==> src/rtl/pc_pkg.sv <==
// Shared definitions for the next-PC sequencer slice: FSM encoding and PC width.
package pc_pkg;

  localparam int unsigned PC_W = 16;

  localparam logic [1:0] ST_INIT = 2'd0;
  localparam logic [1:0] ST_IDLE = 2'd1;
  localparam logic [1:0] ST_RUN  = 2'd2;
  localparam logic [1:0] ST_HALT = 2'd3;

  localparam logic [PC_W-1:0] INC_DEFAULT = 16'd2;

endpackage

==> src/rtl/pc_ras.sv <==
// Circular return-address stack; a push when full overwrites the oldest entry.
module pc_ras
  import pc_pkg::*;
#(
  parameter int unsigned DEPTH = 4
) (
  input  logic            clock,
  input  logic            reset,
  input  logic            push,
  input  logic            pop,
  input  logic [PC_W-1:0] din,
  output logic [PC_W-1:0] top,
  output logic            full,
  output logic            empty
);

  localparam int unsigned PTR_W = $clog2(DEPTH);
  localparam int unsigned CNT_W = PTR_W + 1;

  logic [PC_W-1:0]  mem [DEPTH];
  logic [PTR_W-1:0] ptr;
  logic [CNT_W-1:0] count;
  logic             do_pop;
  logic             do_push;

  // ptr is the next free slot; when full it also addresses the oldest entry
  assign top     = mem[ptr - PTR_W'(1)];
  assign full    = (count == CNT_W'(DEPTH));
  assign empty   = (count == '0);
  assign do_pop  = pop && !empty;
  assign do_push = push && !do_pop;

  always_ff @(posedge clock) begin
    if (reset) begin
      ptr   <= '0;
      count <= '0;
    end else if (do_pop) begin
      ptr   <= ptr - PTR_W'(1);
      count <= count - CNT_W'(1);
    end else if (do_push) begin
      ptr <= ptr + PTR_W'(1);
      if (!full) count <= count + CNT_W'(1);
    end
  end

  always_ff @(posedge clock) begin
    if (!reset && do_push) mem[ptr] <= din;
  end

endmodule

==> src/rtl/pc_next_sequencer.sv <==
// Next-PC select and write strobe for the PC register, with run/halt FSM and RAS.
module pc_next_sequencer
  import pc_pkg::*;
#(
  parameter logic [PC_W-1:0] RESET_VECTOR = 16'h0000,
  parameter logic [PC_W-1:0] INC          = INC_DEFAULT,
  parameter int unsigned     RAS_DEPTH    = 4
) (
  input  logic            clock,
  input  logic            reset,
  input  logic [PC_W-1:0] pc_current,
  input  logic            start,
  input  logic            halt,
  input  logic            stall,
  input  logic            branch_taken,
  input  logic [PC_W-1:0] branch_offset,
  input  logic            jump,
  input  logic            call,
  input  logic            ret,
  input  logic [PC_W-1:0] jump_target,
  output logic [PC_W-1:0] pc_next,
  output logic            pc_write,
  output logic            running,
  output logic            ras_overflow,
  output logic            ras_underflow
);

  logic [1:0]      state;
  logic [1:0]      state_nxt;
  logic [PC_W-1:0] pc_inc;
  logic [PC_W-1:0] ras_top;
  logic            ras_full;
  logic            ras_empty;
  logic            push;
  logic            pop;
  logic            ret_empty;

  assign pc_inc  = pc_current + INC;
  assign running = (state == ST_RUN);

  always_comb begin
    state_nxt = state;
    case (state)
      ST_INIT: state_nxt = ST_IDLE;
      ST_IDLE: if (start) state_nxt = halt ? ST_HALT : ST_RUN;
      ST_RUN:  if (halt) state_nxt = ST_HALT;
      default: state_nxt = ST_HALT;
    endcase
  end

  always_comb begin
    pc_next   = pc_current;
    pc_write  = 1'b0;
    push      = 1'b0;
    pop       = 1'b0;
    ret_empty = 1'b0;
    case (state)
      ST_INIT: begin
        pc_next  = RESET_VECTOR;
        pc_write = 1'b1;
      end
      ST_RUN: begin
        if (!stall) begin
          pc_write = 1'b1;
          if (ret) begin
            // An empty-stack return falls through as a plain increment
            if (ras_empty) begin
              pc_next   = pc_inc;
              ret_empty = 1'b1;
            end else begin
              pc_next = ras_top;
              pop     = 1'b1;
            end
          end else if (call) begin
            pc_next = jump_target;
            push    = 1'b1;
          end else if (jump) begin
            pc_next = jump_target;
          end else if (branch_taken) begin
            pc_next = pc_current + branch_offset;
          end else begin
            pc_next = pc_inc;
          end
        end
      end
      default: ;
    endcase
  end

  always_ff @(posedge clock) begin
    if (reset) begin
      state         <= ST_INIT;
      ras_overflow  <= 1'b0;
      ras_underflow <= 1'b0;
    end else begin
      state <= state_nxt;
      if (push && ras_full) ras_overflow <= 1'b1;
      if (ret_empty) ras_underflow <= 1'b1;
    end
  end

  pc_ras #(
    .DEPTH(RAS_DEPTH)
  ) u_ras (
    .clock (clock),
    .reset (reset),
    .push  (push),
    .pop   (pop),
    .din   (pc_inc),
    .top   (ras_top),
    .full  (ras_full),
    .empty (ras_empty)
  );

endmodule
==> config.mk <==
export PLATFORM = sky130hd
export DESIGN_NAME = pc_next_sequencer
export DESIGN_NICKNAME = d
export VERILOG_FILES = /design/src/rtl/pc_pkg.sv /design/src/rtl/pc_ras.sv /design/src/rtl/pc_next_sequencer.sv
export SDC_FILE = /design/constraint.sdc
export NUM_CORES = 1
export LEC_CHECK = 0
export ABC_AREA = 1
export CAP_MARGIN = 20
export CORE_UTILIZATION = 45
export CTS_BUF_LIST = sky130_fd_sc_hd__clkbuf_8
export DETAILED_ROUTE_END_ITERATION = 6
export HOLD_SLACK_MARGIN = 0.03
export PLACE_DENSITY_LB_ADDON = 0.15
export SLEW_MARGIN = 10
export SYNTH_ARGS = -nofsm -noshare
export SYNTH_HDL_FRONTEND = slang
export SYNTH_HIERARCHICAL = 1
export SYNTH_SLANG_ARGS = --single-unit
==> constraint.sdc <==
create_clock -name clock -period 7.52 [get_ports clock]
set_clock_uncertainty 0.2 [all_clocks]
set_input_delay 1.504 -clock clock [delete_from_list [all_inputs] [get_ports clock]]
set_output_delay 1.504 -clock clock [all_outputs]
set_load 0.02 [all_outputs]
==> metrics.yaml <==
grt_max_degree: 38
synthSimpleGateAreaFrac: 0.272
hold_slack_ns: 0.266
area_delta_synth_final_pct: 18.6
synth_top_family_by_area: "simple AND/OR/NAND/NOR gates"
routedWlPerCell_um: 15.1
insertion_delay_ns: 0.33
final_common_cell: "nand2_1"
postCtsHoldBufs: 0
cts-htree-levels: 3
routed_via_density: 5.27
multiInputGateArea_mm2: 0.00260
syn_inst: 718
cp.required_ns: 5.82
p_per_area_mw_per_mm2: 145
wirelength_um: 14100
synthArstFlopShare: 0
rows: 39
synth-main-ff-cell: "edfxtp_1"
crit_buf_inv: 4
first_pass_iters: 5
path_cells: "clkdlybuf4s50_1, ha_1, inv_1, fa_1, inv_1, nand3_1, nand3_1, a21oi_1, or2_2, nand3_1, nand2_1, nand2_1, nand2_1, nand2_1, nand2_1, nand2_1, clkdlybuf4s50_1"
overflow: 0
ioPinCount: 77
syn-num-nets: 797
relSlewSlack: 0.338
setup_viol: 0
max_stage_delay_ns: 0.60
synthesis.area_mm2: 0.00525
endpoint_kind: "primary output"
die_w_um: 110
fin_tns_setup_ns: 0
portBuffers: 76
post-route-cell-area_mm2: 0.00623
p_leak_nw: 2.74
ys_warn_count: 6
start_util: 0.462
die_height_um: 110
gp_congestion: 0.988
synthXorXnorAreaFrac: 0.00834
drtIter0Drc: 283
fin_nets: 864
max_freq_mhz: 162
avgSynthCellArea_um2: 7.31
dp_hpwl_um: 10700
synth_top_area_cell: "edfxtp_1"
vias: 4913
synth-edff-count: 64
dieArea_mm2: 0.0121
fin_crit_sh: 0.822
crit_top_cell: "nand2_1"
ir_drop_v: 0.0000907
min_period_ns: 6.18
slew_violations: 0
ff_latch_area_mm2: 0.00210
clk_pin_slew_ns: 0.07
ant_nets: 0
drive_above_1_share: 0.0671
rsz0062_at_grt: "no"
synth.top_cell.area_share: 0.366
hp-class: "reg2reg"
core_mm2: 0.0114
yosysUniqueCellTypes: 39
status: "finished clean"
n_fill_cell: 1110
cts_tree: "built"
postCtsSetupBuffers: 0
tightest_slew_ns: 0.992
dpl-instance-area_mm2: 0.00607
drc: 0
path_class: "in2out"
path_max_fanout: 7
crit_family: "buffers and inverters"
synth-compound-area-share: 0.159
grt_pass1_wl_um: 22200
diodes: 0
ys_seq_area_frac: 0.400
drv_cap: 0
antenna_found_initial: 0
cts_root_buf: "clkbuf_8"
cp-start-kind: "input pin"
cts_resized: 0
arrival_ns: 4.48
synth_seq_cells: 73
grt_pass1_vias: 4572
numCtsBuffers: 9
clock-sinks: 73
final_cell_mix: "186 x nand2_1, 101 x inv_1, 76 x clkdlybuf4s50_1"
cts_max_path_buffers: 2
muxShareOfSynthArea: 0
hold_violations: 0
synth_fa_ha_area_frac: 0.0553
yosys-top-cells-area: "edfxtp_1 37%, nand2_1 13%, inv_1 7.1%"
critical_path.slowest_cell: "clkdlybuf4s50_1"
track_usage: 0.246
## worst reg2reg max path: cells and delay by family (launching register included)
family                 cells  cell delay, ns
DFF                        1            0.53
buffers and inverters      2            0.40
and+or+nand+nor            5            2.01
## area by class of cell
type	count	share of cell area
Clock buffer	9	0.0199
Clock inverter	7	0.00462
Inverter	106	0.0639
Multi-Input combinational cell	515	0.418
Sequential cell	73	0.338
Tap cell	143	0.0287
Timing Repair Buffer	80	0.127
## through the flow
stage	cells	worst slack, ns	util	power (mW)
after floorplan	718	2.72	-	0.587
after global placement	917	1.41	0.534	0.671
after detailed placement	917	1.35	0.534	0.673
after CTS	933	1.35	0.548	0.911
after global routing	933	1.15	0.548	0.951
final	933	1.34	0.548	0.905
## where the power goes
part	total [mW]	internal, mW	leakage (nW)	switching [mW]
Clock	0.238	0.113	0.0841	0.126
Combinational	0.221	0.0893	2.01	0.132
Sequential	0.445	0.442	0.648	0.00293
## registers in the layout, summed over array words and instances (netlist names)
name           cells
ras_underflow      1
u_ras/count        3
ras_overflow       1
state              2
u_ras/ptr          2
u_ras/mem         64
## routing by layer
metal / track usage / share of wire
met1: 0.312 / 0.43
met2: 0.420 / 0.49
met3: 0.0312 / 0.051
met4: 0.108 / 0.029
met5: 0 / 0
## Yosys cell counts (2+ instances only)
cell type	instances
a21oi_1	66
edfxtp_1	64
nand3_1	39
inv_1	100
nand2_4	2
o21ai_0	23
nor2_1	71
o211ai_1	4
fa_1	2
buf_6	4
o22ai_1	23
nor3_1	5
or2_2	4
xor2_1	4
o21ai_2	2
nand4_1	5
buf_4	3
clkbuf_1	2
ha_1	20
nor2_2	5
nor2_4	2
nand2_1	186
dfxtp_1	9
nand3_2	2
o21ai_1	33
buf_2	13
nand2_2	9
inv_2	5
## cell families (layout without fill, tap and decap cells)
group	Yosys count	count (layout)
AND/OR/NAND/NOR	333	333
AO/OA/AOI/OAI	155	155
buffers and inverters	130	202
flip-flops	73	73
adder cells (fa/ha/maj)	22	22
XOR/XNOR	5	5
## worst paths after layout
check	from	endpoint	slack (ns)	cells past startpoint
setup / recovery	pc_current[0]	pc_next[8]	1.34	17
hold / removal	ras_overflow	ras_overflow	0.27	2
setup reg to reg	state[0]	u_ras/mem[2][1]	3.99	7
hold reg to reg	ras_overflow	ras_overflow	0.27	2
No activity file was read; power rests on OpenSTA's default activity.
==> RTL change: new RTL, same settings <==
Change the parameter `RAS_DEPTH` from 4 to 8.
--- a/src/rtl/pc_next_sequencer.sv
+++ b/src/rtl/pc_next_sequencer.sv
@@ -4,7 +4,7 @@
 #(
   parameter logic [PC_W-1:0] RESET_VECTOR = 16'h0000,
   parameter logic [PC_W-1:0] INC          = INC_DEFAULT,
-  parameter int unsigned     RAS_DEPTH    = 4
+  parameter int unsigned     RAS_DEPTH    = 8
 ) (
   input  logic            clock,
   input  logic            reset,
Formal check against the unedited RTL: not equivalent (Yosys sat finds a counterexample within 10 cycles, from zero or initial values and one cycle with reset high).
==> RTL change against the original RTL <==
Area after synthesis grew 52%. Combinational power grew 9%. Setup slack lost 0.14 ns. Sequential share of layout area grew 10 points. Total power grew 84%. Routed wire length grew 49%. Synthesized cell count grew 35%. Final area grew 49%. Count of clock-buffer cells in the layout grew 8. Sequential cell count grew 66. Highest routed layer unchanged.
==> RTL change: results <==
group,metric,value,unit
run_status,outcome,"finished, final reports clean",
cts,clk_pin_slew_worst_paths,0.08,ns
place,place.gp.congestion,1.00,
global_route,antenna_found_initial,0,
cts,clock_path_buffers,2,
global_route,grt_max_degree,69,
routing,via_count,6712,
critical_path,reg2reg_to,"u_ras/count[3]",
cells_and_area,final_nets,1118,
worst_hold_path,hold_path_depth,2,
critical_path,timing.critical_path.arrival,4.62,ns
logic_synthesis,synth_commonest_cells,"204 x nand2_1, 176 x nor2_1, 128 x edfxtp_1, 98 x inv_1, 94 x o21ai_0",
global_route,grt_pass1_wl,32900,µm
global_route,grt_pass1_vias,6162,
pwr,power.switching,0.436,mW
cts,cts_setup_buffers,0,
cts,h-tree-depth,4,
pwr,power_leakage,3.76,nW
global_route,track_usage,24.1,%
logic_synthesis,ys_warn_count,6,
timing,slew_headroom,40.9,%
cts,cts_made_buffers,17,
critical_path,slowest_stage,"clkdlybuf4s50_1",
cts,cts_tree,"built",
critical_path,slowest_delay,0.66,ns
cts,post_cts_resized,0,
logic_synthesis,synth_edf_count,128,
logic_synthesis,synth-seq-area-share,50.9,%
critical_path,critPathTopFamily,"buffers and inverters",
pwr,pg_comb,0.240,mW
pwr,ir_worst_vdd,0.138,mV
cells_and_area,drive_gt1_share,7.03,%
timing,post-route-period-util,84.1,%
critical_path,reg2reg_slack,4.02,ns
pwr,pwr-share-clk,34.7,%
cells_and_area,antenna_cells,0,
critical_path,rr_worst_depth,16,
critical_path,endpoint,"pc_next[8]",
critical_path,crit_start,"pc_current[0]",
worst_hold_path,hp-class,"reg2reg",
cts,clk_latency,0.43,ns
worst_hold_path,min_to,"ras_overflow",
logic_synthesis,syn_nets,1047,
critical_path,cp_max_fo,11,
cells_and_area,reg_top3,"u_ras/mem: 128 flops, u_ras/count: 4 flops, u_ras/ptr: 3 flops",
routing,drtIter0Drc,561,
place,io_buffer_count,76,
logic_synthesis,async_flop_share,0,%
place,dp_slack,1.23,ns
critical_path,worstReg2RegStart,"state[0]",
routing,routedWlPerCell,16.5,µm
worst_hold_path,worstHoldStart,"ras_overflow",
logic_synthesis,synth.area.top_cells,"edfxtp_1 48%, nand2_1 9.6%, nor2_1 8.3%, o21ai_0 5.9%, inv_1 4.6%",
place,place_area,0.00891,mm²
routing,firstDrtPassIters,5,
place,dpl.hpwl,14400,µm
[RTL change: cell count changes after synthesis, moves of 10 or more]
cell / unedited run / this run
o21ai_0: 23 / 94
nor2_1: 71 / 176
a31oi_1: 1 / 17
nand2_1: 186 / 204
edfxtp_1: 64 / 128
o22ai_1: 23 / 7
clkbuf_1: 2 / 12
o21ai_1: 33 / 12
[RTL change: layer usage]
metal | GRT usage [%] | vias up | share of wire (%)
li1 | - | 3385 | -
met1 | 34.0 | 3082 | 45
met2 | 37.4 | 218 | 46
met3 | 5.39 | 27 | 7.2
met4 | 5.99 | 0 | 1.5
met5 | 0 | - | 0
[RTL change: kinds of logic (layout without fill, tap and decap cells)]
| kind of cell | Yosys count | count (layout) | synth area share [%] |
|---|---|---|---|
| AND/OR/NAND/NOR | 450 | 450 | 23.0 |
| AO/OA/AOI/OAI | 207 | 207 | 13.7 |
| buffers and inverters | 142 | 226 | 7.82 |
| flip-flops | 139 | 139 | 50.9 |
| adder cells (fa/ha/maj) | 22 | 22 | 3.64 |
| XOR/XNOR | 8 | 8 | 0.972 |
[RTL change: per-stage QoR]
| stage | power, mW | hold WS [ns] | std cells |
|---|---|---|---|
| floorplan | 1.01 | 0.256 | 968 |
| global placement | 1.10 | 0.237 | 1245 |
| detailed placement | 1.10 | 0.260 | 1245 |
| CTS | 1.68 | 0.273 | 1277 |
| global route | 1.73 | 0.293 | 1277 |
| finish | 1.67 | 0.265 | 1277 |
[RTL change: area by class of cell]
type,count,area [µm²]
fill,1619,8000
timing repair buffer,90,878
sequential,139,4070
inverter,104,390
multi-input combinational,687,3300
clock buffer,17,234
clock inverter,15,146
tap,225,282
